<file path="src/rtl/mem_arb_if.sv">
// Requester-side and memory-side signals of the memory arbiter.
// master: the arbiter; slave: requesters plus memory.
interface mem_arb_if #(
  parameter int unsigned MEM_AW = 16,
  parameter int unsigned MEM_DW = 32,
  parameter int unsigned NREQ   = 4
);
  logic [NREQ-1:0]        rq_req;
  logic [NREQ-1:0]        rq_write;
  logic [NREQ*MEM_AW-1:0] rq_addr;
  logic [NREQ*MEM_DW-1:0] rq_wdata;
  logic [NREQ-1:0]        rq_gnt;
  logic [NREQ-1:0]        rq_rdata_vld;
  logic [MEM_DW-1:0]      rq_rdata;
  logic                   mem_req;
  logic                   mem_write;
  logic [MEM_AW-1:0]      mem_addr;
  logic [MEM_DW-1:0]      mem_wdata;
  logic                   mem_gnt;
  logic                   mem_rdata_vld;
  logic [MEM_DW-1:0]      mem_rdata;
  logic                   err_underflow;

  modport master (
    input  rq_req, rq_write, rq_addr, rq_wdata, mem_gnt, mem_rdata_vld, mem_rdata,
    output rq_gnt, rq_rdata_vld, rq_rdata, mem_req, mem_write, mem_addr, mem_wdata,
    output err_underflow
  );

  modport slave (
    output rq_req, rq_write, rq_addr, rq_wdata, mem_gnt, mem_rdata_vld, mem_rdata,
    input  rq_gnt, rq_rdata_vld, rq_rdata, mem_req, mem_write, mem_addr, mem_wdata,
    input  err_underflow
  );
endinterface

</file>
<file path="src/rtl/mem_arb.sv">
// Round-robin burst arbiter of NREQ requesters onto one memory port, with an
// in-order tag FIFO that routes read returns back to the issuing requester.
module mem_arb #(
  parameter int unsigned MEM_AW = 16,
  parameter int unsigned MEM_DW = 32,
  parameter int unsigned NREQ   = 4,
  parameter int unsigned BURST  = 8,
  parameter int unsigned TAGD   = 8
) (
  input  logic      clk,
  input  logic      rst,
  mem_arb_if.master bus
);
  localparam int unsigned IDW = 2;
  localparam int unsigned PW  = (TAGD > 1) ? $clog2(TAGD) : 1;
  localparam int unsigned CW  = $clog2(TAGD + 1);
  localparam logic [IDW:0]  NreqW  = (IDW + 1)'(NREQ);
  localparam logic [7:0]    BurstW = 8'(BURST);
  localparam logic [PW-1:0] LastW  = PW'(TAGD - 1);
  localparam logic [CW-1:0] FullW  = CW'(TAGD);

  typedef enum logic [0:0] {StIdle, StOwn} state_e;

  state_e         state_q, state_d;
  logic [IDW-1:0] owner_q, owner_d;
  logic [IDW-1:0] rr_ptr_q, rr_ptr_d;
  logic [7:0]     burst_q, burst_d;
  logic [IDW-1:0] tag_q [TAGD];
  logic [PW-1:0]  wr_ptr_q, rd_ptr_q;
  logic [CW-1:0]  cnt_q;
  logic           err_q;

  logic [MEM_AW-1:0] addr_arr  [NREQ];
  logic [MEM_DW-1:0] wdata_arr [NREQ];

  logic           full, empty, own_req, xfer, push, pop;
  logic           idle_hit;
  logic [IDW-1:0] idle_pick, owner_inc;
  logic [IDW:0]   idx_sum, inc_sum;

  for (genvar g = 0; g < NREQ; g++) begin : g_unpack
    assign addr_arr[g]  = bus.rq_addr[g*MEM_AW +: MEM_AW];
    assign wdata_arr[g] = bus.rq_wdata[g*MEM_DW +: MEM_DW];
  end

  assign full    = (cnt_q == FullW);
  assign empty   = (cnt_q == '0);
  // A read may not issue while every tag slot is taken; writes carry no tag.
  assign own_req = (state_q == StOwn) && bus.rq_req[owner_q] &&
                   !(!bus.rq_write[owner_q] && full);
  assign xfer    = own_req && bus.mem_gnt;
  assign push    = xfer && !bus.rq_write[owner_q];
  assign pop     = bus.mem_rdata_vld && !empty;

  // First requester at or after rr_ptr, wrapping.
  always_comb begin
    idle_hit  = 1'b0;
    idle_pick = '0;
    idx_sum   = '0;
    for (int k = 0; k < NREQ; k++) begin
      idx_sum = {1'b0, rr_ptr_q} + (IDW + 1)'(k);
      if (idx_sum >= NreqW) idx_sum = idx_sum - NreqW;
      if (!idle_hit && bus.rq_req[idx_sum[IDW-1:0]]) begin
        idle_hit  = 1'b1;
        idle_pick = idx_sum[IDW-1:0];
      end
    end
  end

  always_comb begin
    inc_sum   = {1'b0, owner_q} + (IDW + 1)'(1);
    owner_inc = (inc_sum >= NreqW) ? '0 : inc_sum[IDW-1:0];
  end

  always_comb begin
    state_d  = state_q;
    owner_d  = owner_q;
    rr_ptr_d = rr_ptr_q;
    burst_d  = burst_q;
    unique case (state_q)
      StIdle: begin
        if (idle_hit) begin
          owner_d = idle_pick;
          burst_d = '0;
          state_d = StOwn;
        end
      end
      StOwn: begin
        if (xfer) burst_d = burst_q + 8'd1;
        if (!bus.rq_req[owner_q] || (xfer && (burst_q + 8'd1 == BurstW))) begin
          state_d  = StIdle;
          rr_ptr_d = owner_inc;
        end
      end
      default: state_d = StIdle;
    endcase
  end

  always_comb begin
    bus.mem_req       = own_req;
    bus.mem_write     = (state_q == StOwn) && bus.rq_write[owner_q];
    bus.mem_addr      = addr_arr[owner_q];
    bus.mem_wdata     = wdata_arr[owner_q];
    bus.rq_gnt        = xfer ? (NREQ'(1) << owner_q) : '0;
    bus.rq_rdata_vld  = pop ? (NREQ'(1) << tag_q[rd_ptr_q]) : '0;
    bus.rq_rdata      = bus.mem_rdata;
    bus.err_underflow = err_q;
  end

  always_ff @(posedge clk) begin
    if (rst) begin
      state_q  <= StIdle;
      owner_q  <= '0;
      rr_ptr_q <= '0;
      burst_q  <= '0;
      wr_ptr_q <= '0;
      rd_ptr_q <= '0;
      cnt_q    <= '0;
      err_q    <= 1'b0;
    end else begin
      state_q  <= state_d;
      owner_q  <= owner_d;
      rr_ptr_q <= rr_ptr_d;
      burst_q  <= burst_d;
      if (push) wr_ptr_q <= (wr_ptr_q == LastW) ? '0 : wr_ptr_q + PW'(1);
      if (pop)  rd_ptr_q <= (rd_ptr_q == LastW) ? '0 : rd_ptr_q + PW'(1);
      if (push && !pop)      cnt_q <= cnt_q + CW'(1);
      else if (pop && !push) cnt_q <= cnt_q - CW'(1);
      if (bus.mem_rdata_vld && empty) err_q <= 1'b1;
    end
  end

  always_ff @(posedge clk) begin
    if (push) tag_q[wr_ptr_q] <= owner_q;
  end
endmodule

</file>
<file path="src/flat_wrapper.sv">
// flat-port wrapper written by rule: the top's interface ports become plain ports
module mem_arb_flat 
#(
  parameter int unsigned MEM_AW = 16,
  parameter int unsigned MEM_DW = 32,
  parameter int unsigned NREQ   = 4,
  parameter int unsigned BURST  = 8,
  parameter int unsigned TAGD   = 8
)
  (clk, rst, bus_rq_req, bus_rq_write, bus_rq_addr, bus_rq_wdata, bus_mem_gnt, bus_mem_rdata_vld, bus_mem_rdata, bus_rq_gnt, bus_rq_rdata_vld, bus_rq_rdata, bus_mem_req, bus_mem_write, bus_mem_addr, bus_mem_wdata, bus_err_underflow);
  mem_arb_if #(.MEM_AW(MEM_AW), .MEM_DW(MEM_DW), .NREQ(NREQ)) bus_i ();
  input  logic clk;
  input  logic rst;
  input wire logic [$bits(bus_i.rq_req)-1:0] bus_rq_req;
  input wire logic [$bits(bus_i.rq_write)-1:0] bus_rq_write;
  input wire logic [$bits(bus_i.rq_addr)-1:0] bus_rq_addr;
  input wire logic [$bits(bus_i.rq_wdata)-1:0] bus_rq_wdata;
  input wire logic [$bits(bus_i.mem_gnt)-1:0] bus_mem_gnt;
  input wire logic [$bits(bus_i.mem_rdata_vld)-1:0] bus_mem_rdata_vld;
  input wire logic [$bits(bus_i.mem_rdata)-1:0] bus_mem_rdata;
  output wire logic [$bits(bus_i.rq_gnt)-1:0] bus_rq_gnt;
  output wire logic [$bits(bus_i.rq_rdata_vld)-1:0] bus_rq_rdata_vld;
  output wire logic [$bits(bus_i.rq_rdata)-1:0] bus_rq_rdata;
  output wire logic [$bits(bus_i.mem_req)-1:0] bus_mem_req;
  output wire logic [$bits(bus_i.mem_write)-1:0] bus_mem_write;
  output wire logic [$bits(bus_i.mem_addr)-1:0] bus_mem_addr;
  output wire logic [$bits(bus_i.mem_wdata)-1:0] bus_mem_wdata;
  output wire logic [$bits(bus_i.err_underflow)-1:0] bus_err_underflow;
  assign bus_i.rq_req = bus_rq_req;
  assign bus_i.rq_write = bus_rq_write;
  assign bus_i.rq_addr = bus_rq_addr;
  assign bus_i.rq_wdata = bus_rq_wdata;
  assign bus_i.mem_gnt = bus_mem_gnt;
  assign bus_i.mem_rdata_vld = bus_mem_rdata_vld;
  assign bus_i.mem_rdata = bus_mem_rdata;
  assign bus_rq_gnt = bus_i.rq_gnt;
  assign bus_rq_rdata_vld = bus_i.rq_rdata_vld;
  assign bus_rq_rdata = bus_i.rq_rdata;
  assign bus_mem_req = bus_i.mem_req;
  assign bus_mem_write = bus_i.mem_write;
  assign bus_mem_addr = bus_i.mem_addr;
  assign bus_mem_wdata = bus_i.mem_wdata;
  assign bus_err_underflow = bus_i.err_underflow;
  mem_arb #(.MEM_AW(MEM_AW), .MEM_DW(MEM_DW), .NREQ(NREQ), .BURST(BURST), .TAGD(TAGD)) u_core (.clk(clk), .rst(rst), .bus(bus_i));
endmodule
</file>
<file path="config.mk">
export PLATFORM = sky130hd
export DESIGN_NAME = mem_arb_flat
export DESIGN_NICKNAME = d
export VERILOG_FILES = /design/src/rtl/mem_arb_if.sv /design/src/rtl/mem_arb.sv /design/src/flat_wrapper.sv
export SDC_FILE = /design/constraint.sdc
export NUM_CORES = 1
export LEC_CHECK = 0
export ABC_AREA = 1
export BUFFER_PORTS_ARGS = -buffer_cell sky130_fd_sc_hd__buf_2
export CAP_MARGIN = 20
export CORE_AREA = 2 2 126 128
export CTS_CLUSTER_DIAMETER = 40
export DETAILED_ROUTE_END_ITERATION = 7
export DIE_AREA = 0 0 128 130
export PLACE_DENSITY = 0.7
export RECOVER_POWER = 25
export SLEW_MARGIN = 0
export SYNTH_ARGS = -nofsm -noshare
export SYNTH_HDL_FRONTEND = slang
export SYNTH_SLANG_ARGS = --single-unit
</file>
<file path="constraint.sdc">
create_clock -name clk -period 3.55 [get_ports clk]
set_clock_uncertainty 0.1 [all_clocks]
set_input_delay 0.5325 -clock clk [delete_from_list [all_inputs] [get_ports clk]]
set_output_delay 0.5325 -clock clk [all_outputs]
set_load 0.005 [all_outputs]
</file>
**After elaboration in Yosys (flattened, before gate mapping)**

Memories as Yosys holds them, arrays and structs flattened. A register that Yosys moved wholly into a read port is not among the register bits.
Index checks and enable logic that the tools add are counted.

- Reductions and logical operators: 29
- Divide/modulo/power cells: 0
- Multipliers: 0
- Eq/ne operators: 6
- Magnitude comparators: 11
- Shift operators: 2
- Bitwise gates (word level): 2
- Muxes and demuxes: 47
- Add/sub/neg operators: 13

Operator list:

| kind | count |
|---|---|
| $bmux W32 S2 | 1 |
| $mux W32 | 2 |
| $bmux W16 S2 | 1 |
| $mux W16 | 2 |
| $mux W2 | 9 |
| $mux W4 | 4 |
| $mux W8 | 2 |
| $pmux W8 S2 | 1 |
| $ge A3 B3 Y1 const B | 5 |
| $lt A2 B3 Y1 const B | 5 |
| $logic_and A1 B1 Y1 | 14 |
| $mux W1 | 14 |
| $bmux W1 S2 | 6 |
| $mux W3 | 4 |
| $logic_not A1 Y1 | 9 |
| $add A8 B1 Y8 const B | 1 |
| $eq A8 B4 Y1 const B | 1 |
| $shl A1 B2 Y4 const A | 2 |
| $sub A2 B1 Y2 const B | 4 |
| $add A2 B1 Y3 const B | 2 |
| $add A2 B2 Y3 const B | 2 |
| $add A3 B1 Y3 const B | 2 |
| $eq A3 B3 Y1 const B | 2 |
| $reduce_and A2 Y1 | 3 |
| 12 further kinds | 12 |

- Input port bits: 236
- Bits in read-only memories: 0
- Memory bits (writable): 16
- Register bits after elaboration: 24
- Bits in latches: 0
- Output and inout port bits: 91
- Memories kept: 1
- Word-level logic and storage cells: 119

Memories:

| memory | depth | bits a word | read ports | clocked after Yosys merged registers in | wr ports | line | source |
|---|---|---|---|---|---|---|---|
| u_core.tag_q | 8 | 2 | 1 | 1 | 1 | mem_arb.sv:28 | `logic [IDW-1:0] tag_q [TAGD];` |

**Longest topological paths before layout**

- Depth in word-level cells: 16
- Depth in mapped cells: 22

**Worst setup path before layout**

OpenSTA, ideal clock, no wires.

- Path kind: register to register
- Start point: register u_core.owner_q[0]
- End point: register u_core.cnt_q[3]
- Setup time: 0.120 ns
- Stages on the path, launching flop included: 22
- Arrival time: 2.470 ns
- Data required time: 3.330 ns
- Path slack: 0.860 ns
- Clock period less this slack: 2.690 ns
- Path buffers: 2
- Cell sequence: dfxtp_1 buf_6 nand2_1 nand3_1 nand2_2 nand2_1 nand2_2 nor2_4 buf_6 nand2_4 inv_2 ha_1 inv_1 ha_1 nand2_1 nand2_1 a21oi_1 nor2_1 nor2_1 nand2_1 o21ai_0 a21oi_1

- Word-level cells in the longest chain between the ends: 11

RTL lines:

| element | line | source |
|---|---|---|
| from (decl) | mem_arb.sv:25 | `logic [IDW-1:0] owner_q, owner_d;` |
| from (signal assigned) | mem_arb.sv:122 | `owner_q <= owner_d;` |
| $bmux W1 S2 | mem_arb.sv:50, mem_arb.sv:52 |  |
| $mux W1 (implied by the code) | mem_arb.sv:50, mem_arb.sv:52 |  |
| $logic_not A1 Y1 | mem_arb.sv:50, mem_arb.sv:52 |  |
| $logic_and A1 B1 Y1 | mem_arb.sv:50 | `!(!bus.rq_write[owner_q] && full);` |
| $logic_not A1 Y1 | mem_arb.sv:50 |  |
| $logic_and A1 B1 Y1 | mem_arb.sv:49 | `assign own_req = (state_q == StOwn) && bus.rq_req[owner_q] &&` |
| $logic_and A1 B1 Y1 | mem_arb.sv:51 | `assign xfer = own_req && bus.mem_gnt;` |
| $logic_and A1 B1 Y1 * | mem_arb.sv:52 | `assign push = xfer && !bus.rq_write[owner_q];` |
| named net u_core.push | mem_arb.sv:36 | `logic full, empty, own_req, xfer, push, pop;` |
| $logic_not A1 Y1 | mem_arb.sv:128 | `else if (pop && !push) cnt_q <= cnt_q - CW'(1);` |
| $logic_and A1 B1 Y1 | mem_arb.sv:128 |  |
| $reduce_bool A2 Y1 (no source line) | -- |  |
| to (signal assigned) | mem_arb.sv:127 | `if (push && !pop) cnt_q <= cnt_q + CW'(1);` |
| to (signal assigned) | mem_arb.sv:128 |  |
| to (decl) | mem_arb.sv:30 | `logic [CW-1:0] cnt_q;` |

The timed path passes the listed nets; every way through them passes the cells marked *. The select of a mux whose other input is x is not followed.
A chain may end at the register's enable or synchronous reset.

**Worst setup path after layout**

- Start point: register u_core.owner_q[1]
- End point: register u_core.cnt_q[3]

Same word-level chain as after synthesis.

==> metrics.txt <==
status complete, no violations; grt ovf 0; DP HPWL 12.4 mm; register area 1030 µm²; Clk pwr share 12.8%; global-route wire length before repair 22.7 mm; CP Data Required Time 3.62 ns; # DRC 0; sequential share of power 21.5%; cell taking the most area after synthesis o21ai_0; die height 130 µm; Net Sw Frac 49.7%; sequential area share after synthesis 25.7%; Max-Cap Viols 0; worst r2r src u_core.owner_q[1]$_SDFFE_PP0P_; Max clock buf depth 2; Final Hold Fails 0; WP data arrival 3.08 ns; Die ar. 16600 µm²; multi-input logic area 2340 µm²; Yosys reg bits 43; pwr dens 662 nW/µm²; VDD IR-drop max 0.273 mV; Ports 327; minimum clock period 3.01 ns; Area after DPL 5140 µm²; H-tree depth 2; ys async rst share 0%; Startpoint Class register; cell internal pwr 1.76 mW; final net count 1081; Comb pwr share 65.7%; Max FO, Critical Path 21; worst relative slew slack 38.9%; Via Count 4968; 1st-iter DRT viols 312; Mapped Nets 877; CTS-repair resized insts 0; Max Freq 0.333 GHz; clock sink count 43; total power 3.50 mW; Num CTS Buffers 5; Hold Path Cell Cnt 2; port buffer count 262; ys flop type dfxtp_1; setup TNS 0 ns; Setup CP Type reg -> reg; Vias/cell 4.85; post-route non-filler standard cell count 1025; Routed WL per cell 15.1 µm; post-synth top area share 14.4%; Row Count 46; final worst path period share 84.7%; sw power 1.74 mW; worst r2r dst u_core.cnt_q[3]$_SDFFE_PP0P_; min-delay src u_core.bus.err_underflow$_SDFFE_PP0P_; Hold EP u_core.bus.err_underflow$_SDFFE_PP0P_; actual slew at the worst max-slew pin 0.917 ns; Mean Syn Cell Area 6.33 µm²; clk_lat worst skew 0.29 ns; Design Area, Final 5280 µm²; Finished Core Util 34.2%; hold buffers post-CTS 0; most instantiated cells after synthesis nor2_1 (136), o21ai_0 (114), nand2_1 (71); FF-to-FF setup slack 0.54 ns; most common cell in the netlist nor2_1; largest net degree at the start of global routing 98; Filler Cell Count 1726; DR pass1 iterations 5; EDFF count, synth 16; share of layout cells above drive strength 1 35.3%; CTS tree yes; Hold WC Path Type reg -> reg; vias in the first global route 4312; CP endpoint kind register; RePlAce Congestion 0.879; Placed Cells 1016; setup bufs post-CTS 0; GRT Overall Usage 17.3%; unrepaired setup endpoints after global routing no; antenna-violating nets left 0; Yosys Warn Count 0; synthesis-to-finish area growth 33.2%; setup violators final 0; Die W 128 µm; CTS Root Cell clkbuf_16; Total Wirelength 15.5 mm; leakage 2.55 nW; Max Slew Vio Count 0; number of antenna violations at the first check in global routing 3; post-synthesis cell type count 33; largest cells by area after synthesis o21ai_0 (14%), dfxtp_1 (14%), nor2_1 (13%); Initial Util 25.7%; Synth Instances 627; Core Region 15400 µm²; Post-Syn Area 3970 µm²; Clk pin slew, worst setup/hold paths 0.06 ns; R2R depth 19
registers in the layout (all words and copies together), names as in the netlist, named ones only:
signal                    count
u_core.burst_q                8
u_core.owner_q                2
u_core.rr_ptr_q               2
u_core.state_q                1
u_core.cnt_q                  4
u_core.rd_ptr_q               3
u_core.wr_ptr_q               3
u_core.bus.err_underflow      1
u_core.tag_q                 16
routing by layer:
layer / global-route usage [%] / share of wire, % / routed length, µm / vias up
met3: 5.29 / 8.4 / 1310 / 24
met5: 0 / 0.084 / 13 / -
met1: 22.6 / 42 / 6500 / 2259
li1: - / - / - / 2487
met2: 28.3 / 48 / 7420 / 196
met4: 3.94 / 1.5 / 238 / 2
cell usage in the layout, fill, tap and decap left out:
cell type	n
a21oi_1	23
and2_1	1
buf_2	262
buf_4	5
clkbuf_1	2
clkbuf_16	5
clkinv_2	1
dfxtp_1	25
dfxtp_2	1
dfxtp_4	1
diode_2	1
edfxtp_1	16
fa_1	1
ha_1	13
inv_1	44
inv_2	4
inv_4	1
nand2_1	71
nand2_2	4
nand2_4	2
nand3_1	25
nand3_2	1
nand3_4	1
nand3b_1	1
nand4_1	1
nor2_1	136
nor2_2	1
nor2_4	3
nor3_1	1
nor3_2	1
o211a_1	1
o21ai_0	114
o21ai_1	7
o21bai_1	2
o22ai_1	52
xnor2_2	1
xor2_1	2
logic make-up (layout without fill, tap and decap cells):
| kind of cell | after synthesis | after routing | synth area share, % |
|---|---|---|---|
| fa+ha+maj | 14 | 14 | 4.61 |
| simple gates | 249 | 249 | 26.5 |
| xor+xnor | 3 | 3 | 0.852 |
| other cells | 0 | 1 | 0 |
| compound gates | 199 | 199 | 27.0 |
| buf+inv | 119 | 324 | 15.3 |
| flops | 43 | 43 | 25.7 |
critical path, cell delays in order (launching register included):
cell and delay [ns]:
dfxtp_2 0.55, inv_1 0.15, nand3_1 0.11, nand2_1 0.09, nor2_2 0.10, nand2_2 0.08
nor2_4 0.27, nand2_4 0.13, inv_2 0.10, ha_1 0.18, inv_1 0.10, ha_1 0.27
nand2_1 0.06, nand2_1 0.04, a21oi_1 0.16, nor2_1 0.06, nor2_1 0.08, nand2_1 0.07
o21ai_0 0.14, a21oi_1 0.05
layout make-up:
class / instances / share of cell area [%]
Multi-Input combinational cell: 465 / 44.3
Timing Repair Buffer: 268 / 25.6
Sequential cell: 43 / 19.4
Tap cell: 192 / 4.55
Inverter: 48 / 3.41
Clock buffer: 6 / 2.44
Clock inverter: 2 / 0.213
Antenna cell: 1 / 0.0474
power groups by stage:
stage	Sequential [mW]	Combinational, mW	Clock (mW)
after floorplan	0.698	1.51	0
after global placement	0.757	2.30	0
after detailed placement	0.763	2.30	0
after CTS	0.751	2.32	0.458
after global routing	0.769	2.61	0.477
final	0.753	2.30	0.449
through the flow:
step / setup slack (ns) / hold WS, ns
after floorplan: 0.860 / 0.347
after global placement: 0.626 / 0.337
after detailed placement: 0.549 / 0.343
after CTS: 0.548 / 0.352
after global routing: 0.293 / 0.386
final: 0.543 / 0.348
how the worst max path moves through the flow:
stage	startpoint	to	slack [ns]	cells after the start
2_1_floorplan	u_core.owner_q[0]$_SDFFE_PP0P_	u_core.cnt_q[3]$_SDFFE_PP0P_	0.86	21
3_3_place_gp	u_core.owner_q[1]$_SDFFE_PP0P_	u_core.cnt_q[3]$_SDFFE_PP0P_	0.63	19
3_5_place_dp	u_core.owner_q[1]$_SDFFE_PP0P_	u_core.cnt_q[3]$_SDFFE_PP0P_	0.55	19
4_1_cts	u_core.owner_q[1]$_SDFFE_PP0P_	u_core.cnt_q[3]$_SDFFE_PP0P_	0.55	19
5_1_grt	u_core.owner_q[1]$_SDFFE_PP0P_	u_core.cnt_q[3]$_SDFFE_PP0P_	0.29	19
6_report	u_core.owner_q[1]$_SDFFE_PP0P_	u_core.cnt_q[3]$_SDFFE_PP0P_	0.54	19
Power figures use the tool's default switching activity.
